`src/rtl/ixc_osf_evcap_mc.sv`:
```
// Multi-channel edge/event capture: per-channel detect modes, pending records,
// lowest-index arbitration into a timestamped FIFO, sticky vector and overflow flag.
module ixc_osf_evcap_mc #(
    parameter int NCH   = 8,
    parameter int DEPTH = 4,
    parameter int TSW   = 16,
    localparam int CW   = $clog2(NCH)
) (
    input  logic             uclk,
    input  logic             ureset,
    input  logic [NCH-1:0]   pvec,
    input  logic [2*NCH-1:0] mode,
    input  logic             callEmuPre,
    input  logic             ovfClr,
    output logic             osfTbc,
    output logic             evValid,
    input  logic             evReady,
    output logic [CW-1:0]    evChan,
    output logic             evVal,
    output logic [TSW-1:0]   evTs,
    output logic [NCH-1:0]   pvecEvO,
    output logic             ovf
);

    localparam int AW = $clog2(DEPTH);
    localparam logic [AW:0] FULL_COUNT = (AW+1)'(DEPTH);

    logic [NCH-1:0] prev;
    logic [NCH-1:0] pend;
    logic [NCH-1:0] pendVal;
    logic [TSW-1:0] pendTs [NCH];
    logic [TSW-1:0] ts;

    logic [CW-1:0]  memChan [DEPTH];
    logic           memVal  [DEPTH];
    logic [TSW-1:0] memTs   [DEPTH];
    logic [AW-1:0]  wrPtr;
    logic [AW-1:0]  rdPtr;
    logic [AW:0]    count;

    logic [NCH-1:0] ev;
    logic [NCH-1:0] pushVec;
    logic [NCH-1:0] coal;
    logic [CW-1:0]  sel;
    logic           push;
    logic           pop;

    assign evValid = (count != '0);
    assign evChan  = memChan[rdPtr];
    assign evVal   = memVal[rdPtr];
    assign evTs    = memTs[rdPtr];
    assign osfTbc  = (|pend) | evValid;
    assign pop     = evValid & evReady;
    // A pop frees a slot in the same edge, so a full FIFO can still accept a push.
    assign push    = (|pend) & ((count != FULL_COUNT) | pop);

    always_comb begin
        ev      = '0;
        pushVec = '0;
        coal    = '0;
        sel     = '0;
        for (int i = NCH - 1; i >= 0; i--) begin
            if (pend[i]) sel = CW'(i);
        end
        for (int i = 0; i < NCH; i++) begin
            unique case (mode[2*i +: 2])
                2'b00: ev[i] = 1'b0;
                2'b01: ev[i] = (pvec[i] != prev[i]) & pvec[i];
                2'b10: ev[i] = (pvec[i] != prev[i]) & ~pvec[i];
                default: ev[i] = (pvec[i] != prev[i]);
            endcase
            pushVec[i] = push & (sel == CW'(i));
            coal[i]    = ev[i] & pend[i] & ~pushVec[i];
        end
    end

    always_ff @(posedge uclk) begin
        if (ureset) begin
            prev    <= pvec;
            pend    <= '0;
            pendVal <= '0;
            ts      <= '0;
            pvecEvO <= '0;
            ovf     <= 1'b0;
            wrPtr   <= '0;
            rdPtr   <= '0;
            count   <= '0;
            for (int i = 0; i < NCH; i++) pendTs[i] <= '0;
            for (int d = 0; d < DEPTH; d++) begin
                memChan[d] <= '0;
                memVal[d]  <= 1'b0;
                memTs[d]   <= '0;
            end
        end else begin
            prev <= pvec;
            ts   <= ts + 1'b1;
            // A channel being pushed this edge hands over its old record and reloads.
            for (int i = 0; i < NCH; i++) begin
                if (ev[i] && (!pend[i] || pushVec[i])) begin
                    pend[i]    <= 1'b1;
                    pendTs[i]  <= ts;
                    pendVal[i] <= pvec[i];
                end else if (pushVec[i]) begin
                    pend[i] <= 1'b0;
                end
            end
            pvecEvO <= ev | (callEmuPre ? '0 : pvecEvO);
            if (|coal)       ovf <= 1'b1;
            else if (ovfClr) ovf <= 1'b0;
            if (push) begin
                memChan[wrPtr] <= sel;
                memVal[wrPtr]  <= pendVal[sel];
                memTs[wrPtr]   <= pendTs[sel];
                wrPtr          <= wrPtr + 1'b1;
            end
            if (pop) rdPtr <= rdPtr + 1'b1;
            unique case ({push, pop})
                2'b10:   count <= count + 1'b1;
                2'b01:   count <= count - 1'b1;
                default: count <= count;
            endcase
        end
    end

endmodule

```
`config.mk`:
```
export PLATFORM = sky130hd
export DESIGN_NAME = ixc_osf_evcap_mc
export DESIGN_NICKNAME = d
export VERILOG_FILES = /design/src/rtl/ixc_osf_evcap_mc.sv
export SDC_FILE = /design/constraint.sdc
export NUM_CORES = 1
export LEC_CHECK = 0
export ABC_AREA = 0
export CAP_MARGIN = 30
export CORE_ASPECT_RATIO = 0.75
export CORE_MARGIN = 4
export CORE_UTILIZATION = 44
export CTS_BUF_LIST = sky130_fd_sc_hd__clkbuf_2 sky130_fd_sc_hd__clkbuf_4 sky130_fd_sc_hd__clkbuf_8
export CTS_CLUSTER_SIZE = 24
export DETAILED_ROUTE_END_ITERATION = 12
export HOLD_SLACK_MARGIN = 0.15
export PLACE_DENSITY = 0.67
export RECOVER_POWER = 100
export SLEW_MARGIN = 20
export SYNTH_ARGS = -nofsm -noshare
export SYNTH_HDL_FRONTEND = slang
export SYNTH_SLANG_ARGS = --single-unit
```
`constraint.sdc`:
```
create_clock -name uclk -period 3.15 [get_ports uclk]
set_clock_uncertainty 0.1 [all_clocks]
set_input_delay 0.4725 -clock uclk [delete_from_list [all_inputs] [get_ports uclk]]
set_output_delay 0.4725 -clock uclk [all_outputs]
set_load 0.03 [all_outputs]
```
# Word level (Yosys, flattened, before mapping)
# Memories as Yosys holds them, arrays and structs flattened. A register that Yosys moved wholly into a read port is not among the register bits.
# Index checks and enable logic that the tools add are counted.
# W data, S select, Z words.
[word_totals]
register_bits = 56
ram_bits = 208
in_bits = 29
out_inout_bits = 31
elab_cells = 275
memories = 4
[op_classes]
n_addsub = 5
n_lt_le_gt_ge = 1
n_eq_ne = 34
mux = 90
bitwise_logic = 69
reduce_logical = 49
[mem_list]
columns = ["memory", "depth", "word_bits", "rd", "rd_clocked_by_memory_dff", "wr", "line", "text"]
rows = [
  ["pendTs", 8, 16, 1, 0, 8, "31", "logic [TSW-1:0] pendTs [NCH];"],
  ["memTs", 4, 16, 1, 1, 4, "36", "logic [TSW-1:0] memTs [DEPTH];"],
  ["memChan", 4, 3, 1, 1, 4, "34", "logic [CW-1:0] memChan [DEPTH];"],
  ["memVal", 4, 1, 1, 1, 4, "35", "logic memVal [DEPTH];"],
]
[op_table]
columns = ["op", "count"]
rows = [
  ["$mux W16", 9],
  ["$mux W1", 52],
  ["$and A1 B1 Y1", 42],
  ["$mux W3", 9],
  ["$pmux W1 S3", 8],
  ["$reduce_bool A2 Y1", 10],
  ["$eq A2 B1 Y1 const B", 9],
  ["$eq A2 B2 Y1 const B", 9],
  ["$mux W2", 9],
  ["$add A16 B1 Y16 const B", 1],
  ["$logic_not A2 Y1", 8],
  ["$not A1 Y1", 16],
  ["$reduce_or A16 Y1", 1],
  ["$reduce_or A8 Y1", 2],
  ["$eq A3 B3 Y1 const B", 4],
  ["$or A1 B1 Y1", 10],
  ["$logic_and A1 B1 Y1", 8],
  ["$logic_not A1 Y1", 8],
  ["$logic_or A1 B1 Y1", 8],
  ["$mux W8", 1],
  ["$ne A1 B1 Y1", 8],
  ["$or A8 B8 Y8", 1],
  ["$eq A3 B2 Y1 const B", 2],
  ["$pmux W3 S2", 1],
  ["other kinds (11)", 12],
]

# Longest topological paths before layout
[depth]
word_depth = 16
depth_mapped = 10
depth_no_buf = 9

# Worst setup path after synthesis
# No wires, ideal clock.
[synth_timing]
path_kind = "reg2reg"
startpoint = "register pend[1]"
endpoint = "memory pendTs[6][0] (enable)"
setup_ps = 373
arrival_ps = 2306
required_ps = 2677
path_slack_ps = 371
stages_incl_launch_ff = 8
n_path_buf = 2
period_less_slack_ps = 2779
path_cell_list = "dfxtp_1 buf_2 or4_1 buf_2 or4_4 o31ai_4 and2b_1 or2_1"
[synth_lines]
columns = ["element", "line", "text"]
rows = [
  ["start, declared", "29", "logic [NCH-1:0] pend;"],
  ["start signal, assigned", "80", "pend <= '0;"],
  ["start signal, assigned by index", "100", "pend[i] <= 1'b1;"],
  ["start signal, assigned by index", "104", "pend[i] <= 1'b0;"],
  ["end, declared", "31", ""],
]

==> reports/qor.yml <==
worstPathCellList: "buf_4, mux4_2, clkdlybuf4s50_1"
p_clk_share_pct: 30.4
maxSlewViolCount: 0
syn-instance-count: 1029
hold_class: "reg2reg"
cellLeakagePower_nw: 5.111
synth_ff_type: "edfxtp_1"
clockRootBuffer: "clkbuf_8"
first_global_vias: 7896
drc_errors: 0
p_seq_share_pct: 43.7
vdd_drop_max_v: 0.0004072
multiInputGateArea_um2: 4018
grt_max_degree: 67
min_path_cells: 2
antenna_found_initial: 0
startpoint_type: "flop"
pin_count: 60
fin_crit_sh_pct: 95.46
antenna_left: 0
hold_viol: 0
dp_hpwl_um: 18530
path_buf_inv: 2
cp_max_fo: 20
drt-vias-per-instance: 5.405
rsz0062_at_grt: "no"
grt_use_total_pct: 19.06
fin_tns_setup_ns: 0
finalCriticalPeriod_ns: 3.007
pre_cts_ws_ns: 0.2721
die_w_um: 196.7
synth_warnings: 0
seqCellArea_um2: 7407
antenna_cells: 0
cap_violations: 0
nNetsFinal: 1182
final_common_cell: "nor2_1"
critPathSlowestCell: "clkdlybuf4s50_1"
synth-seq-area-share_pct: 63.03
clock.fmax_mhz: 332.6
cts_max_path_buffers: 3
syn-num-nets: 1076
place.gp.congestion: 0.8099
path_delay_family: "buffers and inverters"
syn_avg_cell_area_um2: 11.42
cp-end-kind: "output port"
power.total_mw: 9.928
finalWirelength_um: 27760
clock_sinks: 266
required_ns: 2.58
core_area_um2: 26100
min_to: "pvecEvO[0]"
path_clk_slew_ns: 0.06
power_switching_mw: 3.035
die_area_um2: 29410
layout-drive-gt1-share_pct: 12.25
worst-r2r-cell-count: 7
slew_headroom_pct: 21.76
area_delta_synth_final_pct: 17.55
hp-start: "pvecEvO[0]"
num_vias: 8167
intPower_mw: 6.893
r2r-end: "memTs[0][6]"
rrSetupSlack_ns: 0.15
die_h_um: 149.5
netSwitchingFraction_pct: 30.57
synthArstFlopShare_pct: 0
synth_cell_types: 54
port_buffers: 59
post_cts_buffers: 0
combPwrFrac_pct: 25.9
final_core_util_pct: 52.93
holdWs_ns: 0.3684
setup_viol: 0
netlist_area_um2: 11750
worst_slack_ns: 0.1431
start_util_pct: 45.03
rows: 51
p_per_area_nw_per_um2: 718.7
drtPass1Iterations: 5
layout_common_cells: "nor2_1, edfxtp_1, nand2_1, dfxtp_1, o22ai_1"
holdBufCountCts: 0
fillers: 2272
cts-htree-levels: 2
rr_startpoint: "pend[1]"
tritoncts: "yes"
synth_edf_count: 208
cts_inserted_buffers: 40
grt_pass1_wl_um: 44150
insertion_delay_ns: 0.55
ys_ff_latch: 266
cp.arrival_ns: 2.43
status: "finished, final reports clean"
cpPeakStageDelay_ns: 0.62
drt_iter0_drc: 913
crit_type: "reg2out"
wire_per_inst_um: 18.37
gr-total-overflow: 0
tightestPinTransition_ns: 1.161
==> what timing repair did <==
item,4_1_cts,5_1_grt
pin swaps,0,0
resized for setup,2,1
endpoints found under the hold margin,0,0
endpoints found under the setup margin,1,1
==> power by group through the flow <==
| stage | combinational [mW] | clock [mW] | sequential [mW] |
|---|---|---|---|
| after global routing | 2.78 | 3.25 | 4.37 |
| final | 2.57 | 3.01 | 4.34 |
| after global placement | 2.61 | 0 | 4.40 |
| after detailed placement | 2.64 | 0 | 4.41 |
| after floorplan | 1.62 | 0 | 4.38 |
| after CTS | 2.65 | 3.08 | 4.34 |
==> routing by layer <==
layer  track usage (%)  up-vias  routed length, um
met1             29.13     3895              12880
met3             4.591       32               2647
met5                 0        -                  0
met4             4.158        0                378
li1                  -     3905                  -
met2             27.77      335              11850
==> flip-flops by register name, indices dropped and copies added, names as in the netlist, 4 cells and up, named ones only <==
name / count
prev: 8
ts: 16
memTs: 64
pend: 8
pvecEvO: 8
memChan: 12
pendTs: 128
memVal: 4
pendVal: 8
==> cells by family (layout without fill, tap and decap cells) <==
family | after synthesis | after routing | share of synthesized area, %
AND/OR/NAND/NOR | 442 | 442 | 17.15
buffers and inverters | 86 | 224 | 2.779
AO/OA/AOI/OAI | 166 | 166 | 8.688
multiplexers | 35 | 35 | 5.175
XOR/XNOR | 16 | 16 | 1.192
adder cells (fa/ha/maj) | 18 | 18 | 1.980
flip-flops | 266 | 266 | 63.03
==> synthesized netlist by cell type, drive strengths merged (4+ instances only) <==
library cell,n,area [um^2]
buf,6,26.27
nor2b,28,175.2
o22ai,50,312.8
nor3,10,55.05
nand3,38,190.2
a22oi,17,127.6
edfxtp,208,6246
mux2i,9,90.09
or3,9,56.30
nor2,220,825.8
mux2,6,67.56
xnor2,4,35.03
xor2,12,105.1
a21oi,40,200.2
nand2b,45,281.5
ha,17,212.7
o21bai,9,67.56
o21ai,38,193.9
dfxtp,58,1161
nand2,68,255.2
nand4,4,25.02
clkbuf,49,183.9
mux4,20,450.4
inv,31,116.4
==> tightest hold or removal path, delay by kind of cell, from the launching register on <==
kind	cells	cell delay (ns)
AO/OA/AOI/OAI	1	0.05
flip-flops	1	0.31
AND/OR/NAND/NOR	1	0.06
==> worst max-delay path by stage <==
stage / end / slack [ns] / depth (start not counted)
after floorplan: pendTs[6][0] / 0.37 / 7
after global placement: pendTs[6][9] / 0.28 / 8
after detailed placement: memTs[3][5] / 0.27 / 7
after CTS: osfTbc / 0.03 / 3
after global routing: evTs[9] / 0.01 / 3
final: evTs[9] / 0.14 / 3
==> area by class of cell <==
class / instances / area share (%)
clock buffers: 62 / 5.453
clock inverters: 12 / 0.7880
inverters: 31 / 0.8424
multi-input cells: 677 / 29.09
flip-flops and latches: 266 / 53.62
well taps: 344 / 3.116
repair buffers: 119 / 7.092
==> stage by stage <==
step                      cell area (um^2)  cells
final                                13810   1511
after global routing                 13810   1511
after CTS                            13940   1511
after detailed placement             13070   1437
after global placement               13060   1436
after floorplan                      11750   1029
Note: power is estimated with default switching activity, not from simulation.
